===== src/rtl/div_pkg.sv =====
`default_nettype none
// +----------------------------------------------------------------------+
// | div_pkg : shared types and constants for the iterative divider       |
// | Revision: 1.0                                                        |
// +----------------------------------------------------------------------+
package div_pkg;

   localparam int DIV_W = 32;

   typedef enum logic [1:0] {
      IDLE = 2'd0,
      CALC = 2'd1,
      FIX  = 2'd2
   } div_state_t;

endpackage
`default_nettype wire


===== src/rtl/div_negate.sv =====
`default_nettype none
// +----------------------------------------------------------------------+
// | div_negate : conditional two's-complement negation                   |
// | Revision: 1.0                                                        |
// +----------------------------------------------------------------------+
module div_negate #(
   parameter int WIDTH = 32
)(
   input  logic             en,
   input  logic [WIDTH-1:0] x,
   output logic [WIDTH-1:0] y
);

   // Negating the most-negative value wraps to itself, which reads as 2^(WIDTH-1) unsigned.
   assign y = en ? (~x + {{(WIDTH-1){1'b0}}, 1'b1}) : x;

endmodule
`default_nettype wire


===== src/rtl/div_iter.sv =====
`default_nettype none
// +----------------------------------------------------------------------+
// | div_iter : radix-2 restoring divider, signed/unsigned, fixed latency |
// | Revision: 1.0                                                        |
// +----------------------------------------------------------------------+
module div_iter
   import div_pkg::*;
#(
   parameter int WIDTH = DIV_W
)(
   input  logic             clk,
   input  logic             divrst,
   input  logic             start,
   input  logic             signdiv,
   input  logic [WIDTH-1:0] a,
   input  logic [WIDTH-1:0] b,
   output logic             busy,
   output logic             done,
   output logic [WIDTH-1:0] q,
   output logic [WIDTH-1:0] r,
   output logic             dbz
);

   localparam int               C_CNT_W   = $clog2(WIDTH) + 1;
   localparam logic [C_CNT_W-1:0] C_LAST  = C_CNT_W'(WIDTH - 1);
   localparam logic [C_CNT_W-1:0] C_ONE   = C_CNT_W'(1);

   div_state_t         r_state;
   div_state_t         w_state_nxt;
   logic [C_CNT_W-1:0] r_cnt;
   logic [WIDTH-1:0]   r_rem;
   logic [WIDTH-1:0]   r_quo;
   logic [WIDTH-1:0]   r_div;
   logic               r_qsign;
   logic               r_rsign;
   logic               r_zero;
   logic               r_busy;
   logic               r_done;
   logic [WIDTH-1:0]   r_q;
   logic [WIDTH-1:0]   r_r;
   logic               r_dbz;

   logic [WIDTH-1:0]   w_amag;
   logic [WIDTH-1:0]   w_bmag;
   logic [WIDTH-1:0]   w_qfix;
   logic [WIDTH-1:0]   w_rfix;
   logic [WIDTH:0]     w_shift;
   logic [WIDTH:0]     w_diff;

   div_negate #(.WIDTH(WIDTH)) u_neg_a (
      .en (signdiv & a[WIDTH-1]),
      .x  (a),
      .y  (w_amag)
   );

   div_negate #(.WIDTH(WIDTH)) u_neg_b (
      .en (signdiv & b[WIDTH-1]),
      .x  (b),
      .y  (w_bmag)
   );

   div_negate #(.WIDTH(WIDTH)) u_fix_q (
      .en (r_qsign),
      .x  (r_quo),
      .y  (w_qfix)
   );

   div_negate #(.WIDTH(WIDTH)) u_fix_r (
      .en (r_rsign),
      .x  (r_rem),
      .y  (w_rfix)
   );

   // The remainder stays below the divisor, so WIDTH bits hold it between steps.
   assign w_shift = {r_rem, r_quo[WIDTH-1]};
   assign w_diff  = w_shift - {1'b0, r_div};

   always_ff @(posedge clk or posedge divrst) begin
      if (divrst) r_state <= IDLE;
      else        r_state <= w_state_nxt;
   end

   always_comb begin
      w_state_nxt = r_state;
      case (r_state)
         IDLE:    if (start) w_state_nxt = CALC;
         CALC:    if (r_cnt == C_LAST) w_state_nxt = FIX;
         FIX:     w_state_nxt = IDLE;
         default: w_state_nxt = IDLE;
      endcase
   end

   always_ff @(posedge clk or posedge divrst) begin
      if (divrst) begin
         r_cnt   <= '0;
         r_rem   <= '0;
         r_quo   <= '0;
         r_div   <= '0;
         r_qsign <= 1'b0;
         r_rsign <= 1'b0;
         r_zero  <= 1'b0;
         r_busy  <= 1'b0;
         r_done  <= 1'b0;
         r_q     <= '0;
         r_r     <= '0;
         r_dbz   <= 1'b0;
      end else begin
         r_done <= 1'b0;
         case (r_state)
            IDLE: begin
               if (start) begin
                  r_quo   <= w_amag;
                  r_div   <= w_bmag;
                  r_rem   <= '0;
                  r_qsign <= signdiv & (a[WIDTH-1] ^ b[WIDTH-1]);
                  r_rsign <= signdiv & a[WIDTH-1];
                  r_zero  <= (b == '0);
                  r_cnt   <= '0;
                  r_busy  <= 1'b1;
               end
            end
            CALC: begin
               r_cnt <= r_cnt + C_ONE;
               if (!w_diff[WIDTH]) begin
                  r_rem <= w_diff[WIDTH-1:0];
                  r_quo <= {r_quo[WIDTH-2:0], 1'b1};
               end else begin
                  r_rem <= w_shift[WIDTH-1:0];
                  r_quo <= {r_quo[WIDTH-2:0], 1'b0};
               end
            end
            FIX: begin
               // Divide-by-zero leaves the dividend magnitude as remainder; sign fix restores a.
               r_q    <= r_zero ? '1 : w_qfix;
               r_r    <= w_rfix;
               r_dbz  <= r_zero;
               r_done <= 1'b1;
               r_busy <= 1'b0;
            end
            default: ;
         endcase
      end
   end

   assign busy = r_busy;
   assign done = r_done;
   assign q    = r_q;
   assign r    = r_r;
   assign dbz  = r_dbz;

endmodule
`default_nettype wire


===== config.mk =====
export PLATFORM = sky130hd
export DESIGN_NAME = div_iter
export DESIGN_NICKNAME = d
export VERILOG_FILES = /design/src/rtl/div_pkg.sv /design/src/rtl/div_negate.sv /design/src/rtl/div_iter.sv
export SDC_FILE = /design/constraint.sdc
export NUM_CORES = 1
export LEC_CHECK = 0
export CAP_MARGIN = 20
export CORE_MARGIN = 1
export CORE_UTILIZATION = 40
export CTS_BUF_LIST = sky130_fd_sc_hd__clkbuf_8
export DETAILED_ROUTE_END_ITERATION = 8
export GPL_TIMING_DRIVEN = 0
export SLEW_MARGIN = 20
export SYNTH_ARGS = -nofsm -noshare
export SYNTH_HDL_FRONTEND = slang
export SYNTH_SLANG_ARGS = --single-unit

===== constraint.sdc =====
create_clock -name clk -period 8.6 [get_ports clk]
set_input_delay 2.15 -clock clk [delete_from_list [all_inputs] [get_ports clk]]
set_output_delay 2.15 -clock clk [all_outputs]
set_load 0.1 [all_outputs]

==> impl_results.md <==
* Syn Nets at around 1400
* Half-perimeter wire length of the detailed placement result at ~24 mm
* Post-layout total power at ~4.0 mW
* Insertion delay to the later sink of the worst-skew pair at between 0.4 and 0.5 ns
* Number of distinct standard cells referenced by the synthesized netlist at 60
* Period utilization at 55.3%
* DRT Pass-1 Iters at 5
* Longest Clk Path Bufs at 2
* Number of flops mapped to enable cells by yosys at 0
* Maximum capacitance violations at 0
* Net Sw Frac at 45.7%
* Overall die height at ~170 um
* Proportion of power drawn by the clock network at ~15%
* Per-cell via count in the routed design at roughly 5.4
* Clock-pin transition on the worst setup and hold timing paths at approximately 0.1 ns
* Status: finished, final reports clean
* H-tree depth at 4
* Synth Cell Area at 0.0109 sq mm
* Max Fclk at 210 MHz
* Count of final setup violators at 0
* Share of flip-flops with an asynchronous set or reset at between 90% and 100%
* Warnings from Yosys at 0
* Count of hold-fix buffers inserted at cts at 0
* Postcts setup bufs at 0
* Clock skew after layout at around 0.021 ns
* Count of antenna diodes in the layout at 0
* Static leakage at between 5 and 6 nW
* Type of origin of the critical path: input pin
* Top Ports at around 140
* Die Outline Area at between 0.02 and 0.03 sq mm
* Post-Synthesis Mean Instance Area at between 8 and 9 sq um
* Setup repair after global routing missed its margin: no
* Via count at between 9000 and 10000
* Port buffer count at 133
* Number of nets in the layout at ~1500
* Number of pins exceeding their max-slew limit in the final report at 0
* Global route total overflow at 0
* Critical path start-end classification: input pin to flip-flop
* All-layer global routing usage at between 20% and 30%
* Pre-CTS worst setup slack at ~3.4 ns
* Worst Setup Slack, final at about 3.8 ns
* Part of the Yosys area used for sequential elements at just under 40%
* Launch instance of the worst register-to-register path: r_quo[31]$_DFFE_PP0P_
* Count of final hold-check violations at 0
* Relative slew slack at 34.2%
* Post-route ant nets at 0
* Antenna violations before repair at 0
* Worst min path class: flip-flop to flip-flop
* Switching Power at 1.84 mW
* Synth Instances at 1285
* Proportion of power drawn by combinational gates at a little over half
* Number of buffers created by CTS at 17
* Largest net degree at the start of global routing at 94
* Weighted congestion at the end of routability-driven global placement at between 0.8 and 0.9
* Rows at 60
* Number of storage elements in the synthesis netlist at between 150 and 200
* Clock tree from TritonCTS: yes
* Sequential cell fraction of total power at ~33%
* Min-delay src: busy$_DFFE_PP0P_
* Worst-path fanout max at 5
* Hold slack final at around 0.48 ns
* Total length of routed wires at approximately 30 mm
* Worst-Margin Slew at 0.985 ns
* Post-route non-filler standard cell count at between 1500 and 2000
* Nature of the critical path endpoint: flip-flop
* Post-CTS resize count at 0
* Number of global-route vias before repair at between 9000 and 10000
* Main flop type after synthesis: sky130_fd_sc_hd__dfrtp_1
* Cell area reported after detailed placement at 0.0127 sq mm
* First-pass GRT wire length at between 40 and 50 mm
* Internal portion of total power at roughly 2.2 mW
* Highest ir drop seen on vdd at 0.128 mV
* Drt first-iter violations at between 600 and 700
* Post-layout instance area at ~0.013 sq mm
* Number of placed instances with taps included at 1760
* Layout Area Growth over Synthesis at 20.0%
* Post-route DRC at 0
* Filler cells at approximately 2600
* Clock period minus worst slack at approximately 4.8 ns
* Core footprint at 0.0269 sq mm
* Required time of the worst setup path at between 8 and 9 ns
* Average wire per cell in the routed design at about 17 um
* Ratio of total power to cell area at approximately 310 mW/mm^2
* Sinks on the clock net at 174
* Startpoint of the worst setup timing path: a[2]
* Starting Density at 40.7%
* Fraction of final layout cells with drive strength greater than 1 at under 10%
* Critical Path AT at slightly above 5 ns
* Width of the die at 167 um
* Root Buffer Master: sky130_fd_sc_hd__clkbuf_8
[layout by cell type (no fill, tap or decap), types with 5 or more instances in the layout]
cell type	count
sky130_fd_sc_hd__and2_1	6
sky130_fd_sc_hd__xor2_1	96
sky130_fd_sc_hd__or4_1	9
sky130_fd_sc_hd__or3_1	10
sky130_fd_sc_hd__inv_1	51
sky130_fd_sc_hd__dfrtp_1	174
sky130_fd_sc_hd__nand3_1	18
sky130_fd_sc_hd__nor4_1	10
sky130_fd_sc_hd__o21ai_1	7
sky130_fd_sc_hd__o21a_1	8
sky130_fd_sc_hd__clkbuf_1	57
sky130_fd_sc_hd__a21oi_1	99
sky130_fd_sc_hd__o21ai_0	178
sky130_fd_sc_hd__xnor2_1	53
sky130_fd_sc_hd__clkbuf_8	18
sky130_fd_sc_hd__o22ai_1	14
sky130_fd_sc_hd__a22oi_1	28
sky130_fd_sc_hd__nand2_1	168
sky130_fd_sc_hd__nor2b_1	11
sky130_fd_sc_hd__and3_1	5
sky130_fd_sc_hd__nor3_1	13
sky130_fd_sc_hd__nand2b_1	10
sky130_fd_sc_hd__nand4_1	8
sky130_fd_sc_hd__mux2i_1	18
sky130_fd_sc_hd__o31ai_1	22
sky130_fd_sc_hd__a21o_1	14
sky130_fd_sc_hd__o41ai_1	19
sky130_fd_sc_hd__clkdlybuf4s50_1	133
sky130_fd_sc_hd__nor2_1	85
sky130_fd_sc_hd__ha_1	37
sky130_fd_sc_hd__a31oi_1	6
[sequential cells by signal, summed over array words and instances (netlist names), 2 cells and up]
| name | flops |
|---|---|
| r_div | 32 |
| q | 32 |
| r_cnt | 6 |
| r_state | 2 |
| r_rem | 32 |
| r_quo | 32 |
| r | 32 |
[area by class of cell]
type                    count  area [sq um]  share of cell area (%)
clock buffers              18           248                    1.89
multi-input cells         996          6150                    46.8
plain buffers              61           235                    1.79
well taps                 341           427                    3.25
inverters                  54           210                    1.60
flip-flops and latches    174          4350                    33.1
repair buffers            134          1360                    10.3
clock inverters            14           154                    1.17
[per-layer routing]
metal	part of all wire [%]	routed length, um	GRT usage [%]	up-vias
li1	-	-	-	4862
met5	0	0	0	-
met3	3.9	1180	2.77	27
met4	1.5	442	5.94	0
met2	44	13300	33.2	217
met1	51	15500	33.0	4651
[path summary, 6_finish.rpt]
| kind | cells after the start | endpoint | slack [ns] |
|---|---|---|---|
| max in group asynchronous | 3 | r_div[16]$_DFFE_PP0P_ | 5.55 |
| min in group asynchronous | 2 | done$_DFF_PP0_ | 2.18 |
| worst min register to register | 2 | busy$_DFFE_PP0P_ | 0.48 |
| worst max register to register | 12 | r_rem[8]$_DFFE_PP0P_ | 5.02 |
| worst max-delay path | 9 | r_quo[27]$_DFFE_PP0P_ | 3.85 |
| worst min-delay path | 2 | busy$_DFFE_PP0P_ | 0.48 |
[synthesized netlist by cell type (3+ instances only)]
library cell / count / area share (%)
sky130_fd_sc_hd__xor2_1: 96 / 7.7
sky130_fd_sc_hd__a21oi_1: 99 / 4.5
sky130_fd_sc_hd__or4_1: 9 / 0.62
sky130_fd_sc_hd__o31ai_1: 22 / 1.5
sky130_fd_sc_hd__dfrtp_1: 174 / 40
sky130_fd_sc_hd__a22oi_1: 28 / 1.9
sky130_fd_sc_hd__o21bai_1: 3 / 0.21
sky130_fd_sc_hd__nor3_1: 13 / 0.59
sky130_fd_sc_hd__or2_2: 3 / 0.17
sky130_fd_sc_hd__and3_1: 5 / 0.29
sky130_fd_sc_hd__mux2i_1: 18 / 1.6
sky130_fd_sc_hd__clkbuf_1: 57 / 2.0
sky130_fd_sc_hd__nand2_1: 168 / 5.8
sky130_fd_sc_hd__inv_1: 52 / 1.8
sky130_fd_sc_hd__nand4b_1: 3 / 0.24
sky130_fd_sc_hd__nor2_1: 85 / 2.9
sky130_fd_sc_hd__nand3_1: 18 / 0.82
sky130_fd_sc_hd__xnor2_1: 53 / 4.2
sky130_fd_sc_hd__nand4_1: 8 / 0.46
sky130_fd_sc_hd__nor2b_1: 11 / 0.63
sky130_fd_sc_hd__o21ai_1: 7 / 0.32
sky130_fd_sc_hd__ha_1: 37 / 4.2
sky130_fd_sc_hd__nand2b_1: 10 / 0.57
sky130_fd_sc_hd__a31oi_1: 6 / 0.34
sky130_fd_sc_hd__or3_1: 10 / 0.57
sky130_fd_sc_hd__o22ai_1: 14 / 0.80
sky130_fd_sc_hd__or3_4: 3 / 0.31
sky130_fd_sc_hd__o21ai_0: 178 / 8.1
sky130_fd_sc_hd__o41ai_1: 19 / 1.5
sky130_fd_sc_hd__and2_1: 6 / 0.34
sky130_fd_sc_hd__nor4_1: 10 / 0.57
sky130_fd_sc_hd__a21o_1: 14 / 0.96
sky130_fd_sc_hd__o31a_1: 3 / 0.24
sky130_fd_sc_hd__o21a_1: 8 / 0.55
sky130_fd_sc_hd__o211ai_1: 3 / 0.21
[critical path, stage by stage]
cell                              delay [ns]
sky130_fd_sc_hd__clkdlybuf4s50_1        0.53
sky130_fd_sc_hd__nor4_1                 0.57
sky130_fd_sc_hd__nand2_1                0.15
sky130_fd_sc_hd__nor4_1                 0.52
sky130_fd_sc_hd__and3_1                 0.38
sky130_fd_sc_hd__nand2_1                0.15
sky130_fd_sc_hd__o41ai_1                0.35
sky130_fd_sc_hd__xor2_1                 0.18
sky130_fd_sc_hd__o21ai_0                0.09
[power by group through the flow]
stage / sequential [mW] / combinational, mW / clock [mW]
after floorplan: 1.23 / 1.63 / 0
after global placement: 1.32 / 2.05 / 0
after detailed placement: 1.33 / 2.07 / 0
after CTS: 1.32 / 2.09 / 0.621
after global routing: 1.36 / 2.37 / 0.652
final: 1.33 / 2.10 / 0.607
[per-stage QoR]
| step | util (%) | TNS [ns] |
|---|---|---|
| floorplan | - | 0 |
| global placement | 47.3 | -140.58 |
| detailed placement | 47.4 | 0 |
| CTS | 48.9 | 0 |
| global route | 48.9 | 0 |
| finish | 48.9 | 0 |
[kinds of logic after synthesis]
group | synth area share (%)
compound gates | 23.0
buf+inv | 4.00
xor+xnor | 11.9
simple gates | 15.2
fa+ha+maj | 4.41
flops | 39.8
mux | 1.65
No activity file was read; power rests on OpenSTA's default activity.
